## src/rtl/jk_cmd_seq_if.sv

```systemverilog
// Command handshake between a command source and the JK command sequencer.
// A command transfers on a rising edge where cmd_valid && cmd_ready; op/rpt are don't-care while cmd_valid is low.
interface jk_cmd_seq_if #(
   parameter int CNT_W = 4
);
   logic             cmd_valid;
   logic             cmd_ready;
   logic [1:0]       cmd_op;
   logic [CNT_W-1:0] cmd_rpt;

   modport master (output cmd_valid, output cmd_op, output cmd_rpt, input cmd_ready);
   modport slave  (input cmd_valid, input cmd_op, input cmd_rpt, output cmd_ready);
endinterface

```

## src/rtl/jk_cmd_seq.sv

```systemverilog
// Queues {op,rpt} commands and drives a downstream JK flop's j/k for rpt+1 cycles each,
// while keeping a registered prediction of that flop's Q.
module jk_cmd_seq #(
   parameter int DEPTH = 4,
   parameter int CNT_W = 4
) (
   input  logic         clk,
   input  logic         clear,
   jk_cmd_seq_if.slave  cmd,
   output logic         j,
   output logic         k,
   output logic         done,
   output logic         busy,
   output logic         q_model
);
   localparam int AW = $clog2(DEPTH);

   typedef enum logic {IDLE, ISSUE} state_e;

   state_e           state_q;
   logic [CNT_W-1:0] remain_q;
   logic             j_q, k_q, qm_q;
   logic [AW-1:0]    wr_ptr_q, rd_ptr_q;
   logic [AW:0]      count_q, count_d;
   logic [CNT_W+1:0] mem_q [DEPTH];
   logic [CNT_W+1:0] head;
   logic             full, empty, push, pop;

   assign full  = (count_q == (AW+1)'(DEPTH));
   assign empty = (count_q == '0);
   assign push  = cmd.cmd_valid && !full;
   // A pop happens when the issuer is free now or finishing its last cycle.
   assign pop   = !empty && ((state_q == IDLE) || (remain_q == '0));
   assign head  = mem_q[rd_ptr_q];

   always_comb begin
      count_d = count_q;
      if (push && !pop)      count_d = count_q + (AW+1)'(1);
      else if (!push && pop) count_d = count_q - (AW+1)'(1);
   end

   always_ff @(posedge clk) begin
      if (push) mem_q[wr_ptr_q] <= {cmd.cmd_op, cmd.cmd_rpt};
   end

   always_ff @(posedge clk or posedge clear) begin
      if (clear) begin
         state_q  <= IDLE;
         remain_q <= '0;
         j_q      <= 1'b0;
         k_q      <= 1'b0;
         qm_q     <= 1'b0;
         wr_ptr_q <= '0;
         rd_ptr_q <= '0;
         count_q  <= '0;
      end else begin
         count_q <= count_d;
         if (push) wr_ptr_q <= wr_ptr_q + AW'(1);
         if (pop)  rd_ptr_q <= rd_ptr_q + AW'(1);

         case ({j_q, k_q})
            2'b01:   qm_q <= 1'b0;
            2'b10:   qm_q <= 1'b1;
            2'b11:   qm_q <= ~qm_q;
            default: qm_q <= qm_q;
         endcase

         case (state_q)
            IDLE: begin
               if (pop) begin
                  state_q      <= ISSUE;
                  {j_q, k_q}   <= head[CNT_W+1:CNT_W];
                  remain_q     <= head[CNT_W-1:0];
               end
            end
            ISSUE: begin
               if (remain_q != '0) begin
                  remain_q <= remain_q - CNT_W'(1);
               end else if (pop) begin
                  {j_q, k_q}   <= head[CNT_W+1:CNT_W];
                  remain_q     <= head[CNT_W-1:0];
               end else begin
                  state_q    <= IDLE;
                  {j_q, k_q} <= 2'b00;
               end
            end
            default: state_q <= IDLE;
         endcase
      end
   end

   assign cmd.cmd_ready = !full;
   assign j       = j_q;
   assign k       = k_q;
   assign q_model = qm_q;
   assign done    = (state_q == ISSUE) && (remain_q == '0);
   assign busy    = (state_q == ISSUE) || !empty;
endmodule

```

## src/flat_wrapper.sv

```systemverilog
// flat-port wrapper written by rule: the top's interface ports become plain ports
module jk_cmd_seq_flat 
#(
   parameter int DEPTH = 4,
   parameter int CNT_W = 4
)
  (clk, clear, j, k, done, busy, q_model, cmd_cmd_valid, cmd_cmd_op, cmd_cmd_rpt, cmd_cmd_ready);
  jk_cmd_seq_if #(.CNT_W(CNT_W)) cmd_i ();
  input  logic clk;
  input  logic clear;
  output logic j;
  output logic k;
  output logic done;
  output logic busy;
  output logic q_model;
  input wire logic [$bits(cmd_i.cmd_valid)-1:0] cmd_cmd_valid;
  input wire logic [$bits(cmd_i.cmd_op)-1:0] cmd_cmd_op;
  input wire logic [$bits(cmd_i.cmd_rpt)-1:0] cmd_cmd_rpt;
  output wire logic [$bits(cmd_i.cmd_ready)-1:0] cmd_cmd_ready;
  assign cmd_i.cmd_valid = cmd_cmd_valid;
  assign cmd_i.cmd_op = cmd_cmd_op;
  assign cmd_i.cmd_rpt = cmd_cmd_rpt;
  assign cmd_cmd_ready = cmd_i.cmd_ready;
  jk_cmd_seq #(.DEPTH(DEPTH), .CNT_W(CNT_W)) u_core (.clk(clk), .clear(clear), .cmd(cmd_i), .j(j), .k(k), .done(done), .busy(busy), .q_model(q_model));
endmodule
```

## config.mk

```make
export PLATFORM = sky130hd
export DESIGN_NAME = jk_cmd_seq_flat
export DESIGN_NICKNAME = d
export VERILOG_FILES = /design/src/rtl/jk_cmd_seq_if.sv /design/src/rtl/jk_cmd_seq.sv /design/src/flat_wrapper.sv
export SDC_FILE = /design/constraint.sdc
export NUM_CORES = 1
export LEC_CHECK = 0
export CORE_MARGIN = 1.5
export CORE_UTILIZATION = 51
export CTS_CLUSTER_DIAMETER = 60
export DETAILED_ROUTE_END_ITERATION = 10
export PLACE_DENSITY = 0.75
export SETUP_SLACK_MARGIN = 0.05
export SYNTH_ARGS = -nofsm -noshare
export SYNTH_HDL_FRONTEND = slang
export SYNTH_SLANG_ARGS = --single-unit
```

## constraint.sdc

```tcl
create_clock -name clk -period 2.4 [get_ports clk]
set_input_delay 0.48 -clock clk [delete_from_list [all_inputs] [get_ports clk]]
set_output_delay 0.48 -clock clk [all_outputs]
set_load 0.01 [all_outputs]
```

Word level (Yosys, flattened, before mapping)
Memory sizes are Yosys's and may differ from the RTL's.
Cells that the tools add are included.
{"block": "word_totals", "memories": 1, "elab_cells": 58, "input_bits": 9, "output_inout_bits": 6, "register_bits": 15, "ramBits": 24}
{"memory": "u_core.mem_q", "depth": 4, "word_bits": 6, "read_ports": 1, "rd_ports_with_merged_regs": 0, "write_ports": 1, "line_no": "jk_cmd_seq.sv:25", "rtl": "logic [CNT_W+1:0] mem_q [DEPTH];"}
{"block": "op_classes", "eq_ne": 6, "reduce_logical": 17, "addsub": 5, "n_bitwise": 2, "n_mux": 19}
{"op": "two-way mux 1 bit", "count": 10}
{"op": "two-way mux 4 bit", "count": 2}
{"op": "case mux 4 bit (2 select lines)", "count": 1}
{"op": "two-way mux 3 bit", "count": 2}
{"op": "case mux 1 bit (2 select lines)", "count": 3}
{"op": "logical AND 1 bit", "count": 5}
{"op": "adder 2 x 1 -> 2 bit, second input constant", "count": 2}
{"op": "equality test 2 bit, second input constant", "count": 2}
{"op": "logical NOT 1 bit", "count": 4}
{"op": "logical NOT 4 bit", "count": 1}
{"op": "nonzero test 4 bit", "count": 1}
{"op": "subtractor 4 x 1 -> 4 bit, second input constant", "count": 1}
{"op": "adder 3 x 1 -> 3 bit, second input constant", "count": 1}
{"op": "equality test 3 bit, second input constant", "count": 1}
{"op": "logical NOT 3 bit", "count": 1}
{"op": "case mux 1 bit (3 select lines)", "count": 1}
{"op": "nonzero test 3 bit", "count": 1}
{"op": "subtractor 3 x 1 -> 3 bit, second input constant", "count": 1}
{"op": "equality test 2 x 1 -> 1 bit, second input constant", "count": 1}
{"op": "logical OR 1 bit", "count": 2}
{"op": "!= test 2 x 1 -> 1 bit, second input constant", "count": 1}
{"op": "!= test 2 bit, second input constant", "count": 1}
{"op": "NOT 1 bit", "count": 2}
{"op": "AND reduction 2 bit", "count": 1}
{"op": "nonzero test 2 bit", "count": 1}

Logic depth before layout (Yosys ltp)
Gate-level depths: netlist (run 1).
{"block": "depth", "depth_word": 7, "ltp_mapped": 11, "ltp_nobuf": 11}

Worst setup path after synthesis (run 1)
OpenSTA, ideal clock, no wires.
{"block": "synth_path", "kind": "register to register", "startpoint": "register u_core.remain_q[0]", "endpoint": "register u_core.count_q[1]", "setup_ns": 0.125, "path_buffers": 0, "arrival_ns": 2.205, "period_less_slack_ns": 2.330, "stages_incl_launch_ff": 10, "setup_slack_ns": 0.070, "required_ns": 2.275, "cell_sequence": "dfrtp_1 -> inv_1 -> ha_1 -> or3b_4 -> a21oi_2 -> inv_1 -> ha_1 -> inv_1 -> fa_1 -> mux2_2"}
{"block": "synth_via", "elab_chain_cells": 6, "word_cells_on_any_way": 8, "cone_classes": "mux: 1; reduce/logical: 7"}
{"element": "from (decl)", "line_no": "jk_cmd_seq.sv:21", "rtl": "logic [CNT_W-1:0] remain_q;"}
{"element": "from (signal assigned)", "line_no": "jk_cmd_seq.sv:73", "rtl": "remain_q <= head[CNT_W-1:0];"}
{"element": "from (signal assigned)", "line_no": "jk_cmd_seq.sv:78", "rtl": "remain_q <= remain_q - CNT_W'(1);"}
{"element": "from (signal assigned)", "line_no": "jk_cmd_seq.sv:81", "rtl": "remain_q <= head[CNT_W-1:0];"}
{"element": "logical NOT 4 bit", "line_no": "jk_cmd_seq.sv:33", "rtl": "assign pop = !empty && ((state_q == IDLE) || (remain_q == '0));"}
{"element": "logical OR 1 bit", "line_no": "jk_cmd_seq.sv:33"}
{"element": "logical AND 1 bit", "line_no": "jk_cmd_seq.sv:33"}
{"element": "logical NOT 1 bit", "line_no": "jk_cmd_seq.sv:38", "rtl": "if (push && !pop) count_d = count_q + (AW+1)'(1);"}
{"element": "logical AND 1 bit", "line_no": "jk_cmd_seq.sv:38"}
{"element": "two-way mux 3 bit", "line_no": "jk_cmd_seq.sv:38"}
{"element": "net u_core.count_d[1]", "line_no": "jk_cmd_seq.sv:24", "rtl": "logic [AW:0] count_q, count_d;"}
{"element": "to (signal assigned)", "line_no": "jk_cmd_seq.sv:57", "rtl": "count_q <= count_d;"}
{"element": "to (decl)", "line_no": "jk_cmd_seq.sv:24"}
The timed path passes the listed nets, and every way through them passes these cells.
A chain may end at the register's enable or synchronous reset.

Worst setup path in the final report (run 1)
{"block": "layout_path", "startpoint": "register u_core.remain_q[1]", "endpoint": "register u_core.count_q[1]"}
The elaborated chain is that of the path after synthesis.

==> results of run 1 <==
==> final timing paths <==
| kind | start | to | slack [ps] |
|---|---|---|---|
| max in group asynchronous | clear | u_core.k$_DFFE_PP0P_ | 1530 |
| min in group clk | u_core.q_model$_DFFE_PP0P_ | u_core.q_model$_DFFE_PP0P_ | 500 |
| hold reg to reg | u_core.q_model$_DFFE_PP0P_ | u_core.q_model$_DFFE_PP0P_ | 500 |
| setup / recovery | u_core.remain_q[1]$_DFF_PP0_ | u_core.count_q[1]$_DFFE_PP0P_ | 110 |
| hold / removal | clear | u_core.count_q[0]$_DFFE_PP0P_ | 480 |
| setup reg to reg | u_core.remain_q[1]$_DFF_PP0_ | u_core.count_q[1]$_DFFE_PP0P_ | 110 |
==> critical path: cells and delay by family (launching register included) <==
family	cells	cell delay (ps)
adders and majority gates	3	680
buffers and inverters	3	200
DFF	1	430
and+or+nand+nor	1	390
AOI/OAI and AO/OA	1	180
muxes	1	280
==> power groups by stage <==
stage | clock network [mW] | logic (mW) | registers (mW)
global placement | 0 | 0.826 | 1.11
floorplan | 0 | 0.648 | 1.07
detailed placement | 0 | 0.862 | 1.13
global route | 0.379 | 1.06 | 1.17
CTS | 0.355 | 0.874 | 1.12
finish | 0.347 | 0.961 | 1.13
==> sequential cells by signal, summed over array words and instances, names as in the netlist <==
signal and cells:
u_core.wr_ptr_q 2, u_core.count_q 3, u_core.state_q 1, u_core.j 1, u_core.k 1, u_core.q_model 1, u_core.rd_ptr_q 2, u_core.mem_q 24
u_core.remain_q 4
==> cell usage after synthesis (all sizes together) (2+ instances only) <==
master	number
edfxtp	24
dfrtp	15
inv	10
ha	6
mux4	6
and2	4
o211ai	4
xnor2	4
buf	3
mux2i	3
nand2	3
nor2	3
a21oi	2
a22o	2
mux2	2
nand3	2
nor2b	2
o21ai	2
xor2	2
==> layout by cell type (no fill, tap or decap), drive strengths merged, types with 3 or more instances in the layout <==
master          n
o211ai          4
mux2i           3
xnor2           4
nand2           3
mux4            6
clkbuf          5
ha              6
clkdlybuf4s50  13
nor2            3
buf             9
and2            4
dfrtp          15
edfxtp         24
inv            10
==> cell families after synthesis <==
kind of cell	after synthesis	synth area share, %
flops	39	62.9
xor+xnor	6	3.02
buf+inv	14	3.59
compound gates	15	6.89
simple gates	20	6.53
fa+ha+maj	7	5.46
mux	11	11.6
==> area by class of cell <==
class | count | area (sq um) | area share [%]
Inverter | 10 | 37.5 | 1.80
Clock buffer | 5 | 37.5 | 1.80
Sequential cell | 39 | 1100 | 52.7
Timing Repair Buffer | 22 | 195 | 9.38
Multi-Input combinational cell | 59 | 632 | 30.4
Clock inverter | 3 | 25.0 | 1.20
Tap cell | 46 | 57.6 | 2.77
==> timing repair <==
action                                  in CTS  in global routing
setup buffers                                0                  3
resized for setup                            8                  8
hold buffers                                 0                  0
pin swaps                                    1                  3
endpoints found under the setup margin       2                  4
==> metal layers <==
metal / vias up / global-route usage, % / wire length (microns)
met5: - / 0 / 0
met4: 0 / 8.21 / 57
met3: 8 / 5.04 / 128
met2: 22 / 29.9 / 1450
met1: 478 / 22.0 / 1270
li1: 468 / - / -
==> flow_summary.yaml, run 1 <==
cells_and_area:
  areaGrowthSynthToFinish_pct: 19.4
  final_layout_size_suffix_gt1_share_pct: 23.9
  n_fill_cell: 257
  fin_util_pct: 62.8
  fin_nets: 153
  final_design_area_no_fill_sq_mm: 0.00208
  finish.cell_count_without_fillers: 184
  antenna_cells_inserted: 0
logic_synthesis:
  summed_instance_area_of_the_synthesized_netlist_sq_mm: 0.00174
  synth-main-ff-cell: "edfxtp_1"
  async_flop_share_pct: 38.5
  yosys_warnings: 0
  syn_area_cell_sq_um: 15.6
  share_of_synthesized_area_occupied_by_flip_flops_and_latches_pct: 62.9
  yosysUniqueCellTypes: 35
  ys_ff_latch: 39
  synth_enable_flop_cells: 24
  synth_fp_nets: 128
  synthTopCellsByArea: "edfxtp_1 (41%), dfrtp_1 (22%), mux4_1 (6.0%), ha_1 (4.3%), mux4_2 (2.6%)"
  synthesis.instances: 112
  synth.top_cell.area_share_pct: 41.3
  synth_top_area_cell: "edfxtp_1"
worst_setup_path:
  worst-setup-path-type: "register to register"
  worst_path_largest_cell_delay_ps: 430
  worst-path-max-fanout: 4
  chain_of_cells_forming_the_critical_path: "inv_2, ha_4, or3b_4, a21oi_4, inv_2, ha_4, inv_2, fa_1, mux2_4"
  setup.worst_path.start_class: "register"
  worst-r2r-cell-count: 9
  crit_path_frequent_cell: "inv_2"
  crit_required_ps: 2650
  worst_path_cell_with_the_longest_stage_delay: "dfrtp_1"
  crit_path_end_kind: "register"
  worstPathArrival_ps: 2530
die:
  die_w_microns: 61.5
  die-area_sq_mm: 0.00378
  die_y_microns: 61.5
  floorplan.core_area_sq_mm: 0.00331
  design.portCount: 15
  placementRows: 21
  initial_utilization_pct: 52.6
power_and_ir_drop:
  pwr-share-seq_pct: 46.3
  power_mw: 2.43
  leakagePower_nw: 0.797
  p_comb_share_pct: 39.5
  int_pwr_mw: 1.59
  power_switching_mw: 0.847
  ir_worst_vdd_v: 0.000529
  power.density_cell_area_mw_per_mm2: 1170
  power.clock.fraction_pct: 14.3
  switching_fraction_pct: 34.8
sta:
  finalHoldViolations: 0
  timing.fmax_mhz: 437
  period_share_pct: 95.3
  fin_worst_hold_slack_ps: 484
  timing.final.max_slew_violations: 0
  finClkSkew_ps: 2.65
  timing_worst_slew_pin_value_ps: 605
  period_needed_ps: 2290
  timing.slew.headroom_pct: 59.6
  fin_ws_ps: 113
  setup_violations: 0
  rsz0062_at_grt: "true"
  fin_tns_setup_ps: 0
cts:
  cts_inserted_buffers: 5
  cts_root_buffer: "clkbuf_4"
  cts-root-to-sink-buffers: 2
  htree_levels: 2
  cts_sinks: 39
  path_clk_slew_ps: 120
  insertion_delay_ps: 350
  cts_tree: "yes"
drt:
  routed_wirelength_mm: 2.91
  drt_first_iter_violations: 42
  drtPass1Iterations: 4
  wire_per_inst_microns: 15.8
  route.antenna.remaining_nets: 0
  num_vias: 976
  viasPerCell: 5.30
  post-route-drc-count: 0
global_route:
  antenna_found_initial: 0
  vias_in_the_first_global_route: 953
  grt_usage_pct: 18.0
  grt_first_pass_wirelength_mm: 4.65
  gr-total-overflow: 0
  grt_max_degree: 16
run_status:
  outcome: "completed"
place:
  preCtsSetupSlack_ps: -12.5
  portBuffers: 14
  cell_count_after_placement: 173
  dp_hpwl_mm: 2.04
  routabilityCongestion: 0.855
  placed_cell_area_sq_mm: 0.00195
worst_hold_path:
  min_path_type: "primary input to asynchronous set/reset pin"
flow_run:
  max_cap_viol_count: 0
Power figures use the tool's default switching activity.
==> run 2: changes to the inputs <==
- HOLD_SLACK_MARGIN: not set -> 0.1
==> results of run 2 <==
Final layout, timing and power as in run 1 (identical DEF).
==> run 3: changes to the inputs <==
- SKIP_CTS_REPAIR_TIMING: not set -> 1
- SLEW_MARGIN: not set -> 0
==> run 3 against run 2 <==
Effect of this change: critical path depth shrank 3; fmax up 1.3%; combinational power down 3.1%; wire length decreased by 1.8%; die area unchanged; clock power about the same; cell count fell by 1.6%; critical path type is now register to output pin; highest routed layer unchanged.
==> flow_summary.yaml, run 3 (same netlist as run 1, synthesis figures left out) <==
worst_setup_path:
  worst-path-max-fanout: 4
  crit_path_end_kind: "output pin"
  worstPathArrival_ps: 1780
  setup.worst_path.start_class: "register"
  worst-setup-path-type: "register to output pin"
  crit_required_ps: 1920
sta:
  fin_worst_hold_slack_ps: 481
  finClkSkew_ps: 4.03
  finalHoldViolations: 0
  timing.final.max_slew_violations: 0
  timing.slew.headroom_pct: 60.0
  rsz0062_at_grt: "true"
  setup_violations: 0
  timing.fmax_mhz: 443
  period_needed_ps: 2260
  timing_worst_slew_pin_value_ps: 599
  period_share_pct: 94.1
die:
  initial_utilization_pct: 52.6
  die_w_microns: 61.5
  design.portCount: 15
  floorplan.core_area_sq_mm: 0.00331
  die_y_microns: 61.5
  die-area_sq_mm: 0.00378
  placementRows: 21
global_route:
  grt_max_degree: 16
  grt_usage_pct: 17.9
  gr-total-overflow: 0
  vias_in_the_first_global_route: 937
  grt_first_pass_wirelength_mm: 4.62
  antenna_found_initial: 0
cells_and_area:
  register_area_sq_mm: 0.00110
  areaGrowthSynthToFinish_pct: 19.0
  finish.cell_count_without_fillers: 181
  largest_registers: "u_core.mem_q (24), u_core.remain_q (4), u_core.count_q (3)"
  multi_input_combinational_cell_area_sq_um: 641
  layout_common_cells: "edfxtp_1 (24), dfrtp_1 (15), clkdlybuf4s50_1 (13), inv_1 (6)"
  layout_commonest_cell: "edfxtp_1"
  final_layout_size_suffix_gt1_share_pct: 21.5
  fin_nets: 150
  largest_reg_flops: 24
  n_fill_cell: 253
  antenna_cells_inserted: 0
  largest-register: "u_core.mem_q"
  fin_util_pct: 62.7
power_and_ir_drop:
  power_mw: 2.41
  leakagePower_nw: 0.801
  power.density_cell_area_mw_per_mm2: 1160
  ir_worst_vdd_v: 0.000525
place:
  routabilityCongestion: 0.855
  cell_count_after_placement: 173
  portBuffers: 14
  dp_hpwl_mm: 2.04
cts:
  cts_sinks: 39
  insertion_delay_ps: 350
  path_clk_slew_ps: 120
  cts_root_buffer: "clkbuf_4"
  htree_levels: 2
  cts_inserted_buffers: 5
  cts-root-to-sink-buffers: 2
  cts_tree: "yes"
drt:
  drtPass1Iterations: 4
  wire_per_inst_microns: 15.8
  drt_first_iter_violations: 42
  viasPerCell: 5.23
  routed_wirelength_mm: 2.86
  num_vias: 946
  post-route-drc-count: 0
  route.antenna.remaining_nets: 0
worst_hold_path:
  min_path_type: "primary input to asynchronous set/reset pin"
flow_run:
  max_cap_viol_count: 0
run_status:
  outcome: "completed"
## run 3: cell types whose count changed in the layout (fill, tap and decap cells not counted), sizes merged
cell	change
buf	-4
dlymetal6s2s	+1
## run 3: path summary, 6_finish.rpt
check	from	to	slack, ps	cells past startpoint
min in group clk	u_core.q_model$_DFFE_PP0P_	u_core.q_model$_DFFE_PP0P_	500	1
worst max-delay path	u_core.remain_q[1]$_DFF_PP0_	done	140	6
worst min-delay path	clear	u_core.wr_ptr_q[0]$_DFFE_PP0P_	480	2
worst max register to register	u_core.remain_q[1]$_DFF_PP0_	u_core.count_q[1]$_DFFE_PP0P_	140	9
worst min register to register	u_core.q_model$_DFFE_PP0P_	u_core.q_model$_DFFE_PP0P_	500	1
max in group asynchronous	clear	u_core.k$_DFFE_PP0P_	1530	2
## run 3: where the power goes
group / switching [mW] / total, mW / internal, mW
Combinational: 0.414 / 0.931 / 0.517
Clock: 0.230 / 0.347 / 0.117
Sequential: 0.203 / 1.14 / 0.932
Total: 0.847 / 2.41 / 1.57
## run 3: cell type report
| class | count | share of cell area (%) |
|---|---|---|
| Sequential cell | 39 | 52.8 |
| Multi-Input combinational cell | 59 | 30.9 |
| Timing Repair Buffer | 19 | 8.69 |
| Tap cell | 46 | 2.77 |
| Clock buffer | 5 | 1.81 |
| Inverter | 10 | 1.81 |
| Clock inverter | 3 | 1.21 |
## run 3: metrics by stage
step,worst slack (ps),setup TNS (ps),area [sq um]
2_1_floorplan,69.8,0,1740
3_3_place_gp,76.9,0,1950
4_1_cts,-301,-338,2020
5_1_grt,34.3,0,2070
6_report,142,0,2070
3_5_place_dp,-12.5,-12.5,1950
## run 3: critical path: stages (launching register included)
cell	delay, ps
dfrtp_1	430
inv_2	80
ha_4	130
or3b_4	390
buf_4	160
nor2_1	80
dlymetal6s2s_1	160
## run 3: metal layers
layer | wire [microns] | vias to the layer above | track usage [%]
li1 | - | 459 | -
met1 | 1230 | 459 | 22.0
met2 | 1460 | 21 | 29.6
met3 | 122 | 7 | 5.04
met4 | 53 | 0 | 8.21
met5 | 0 | - | 0
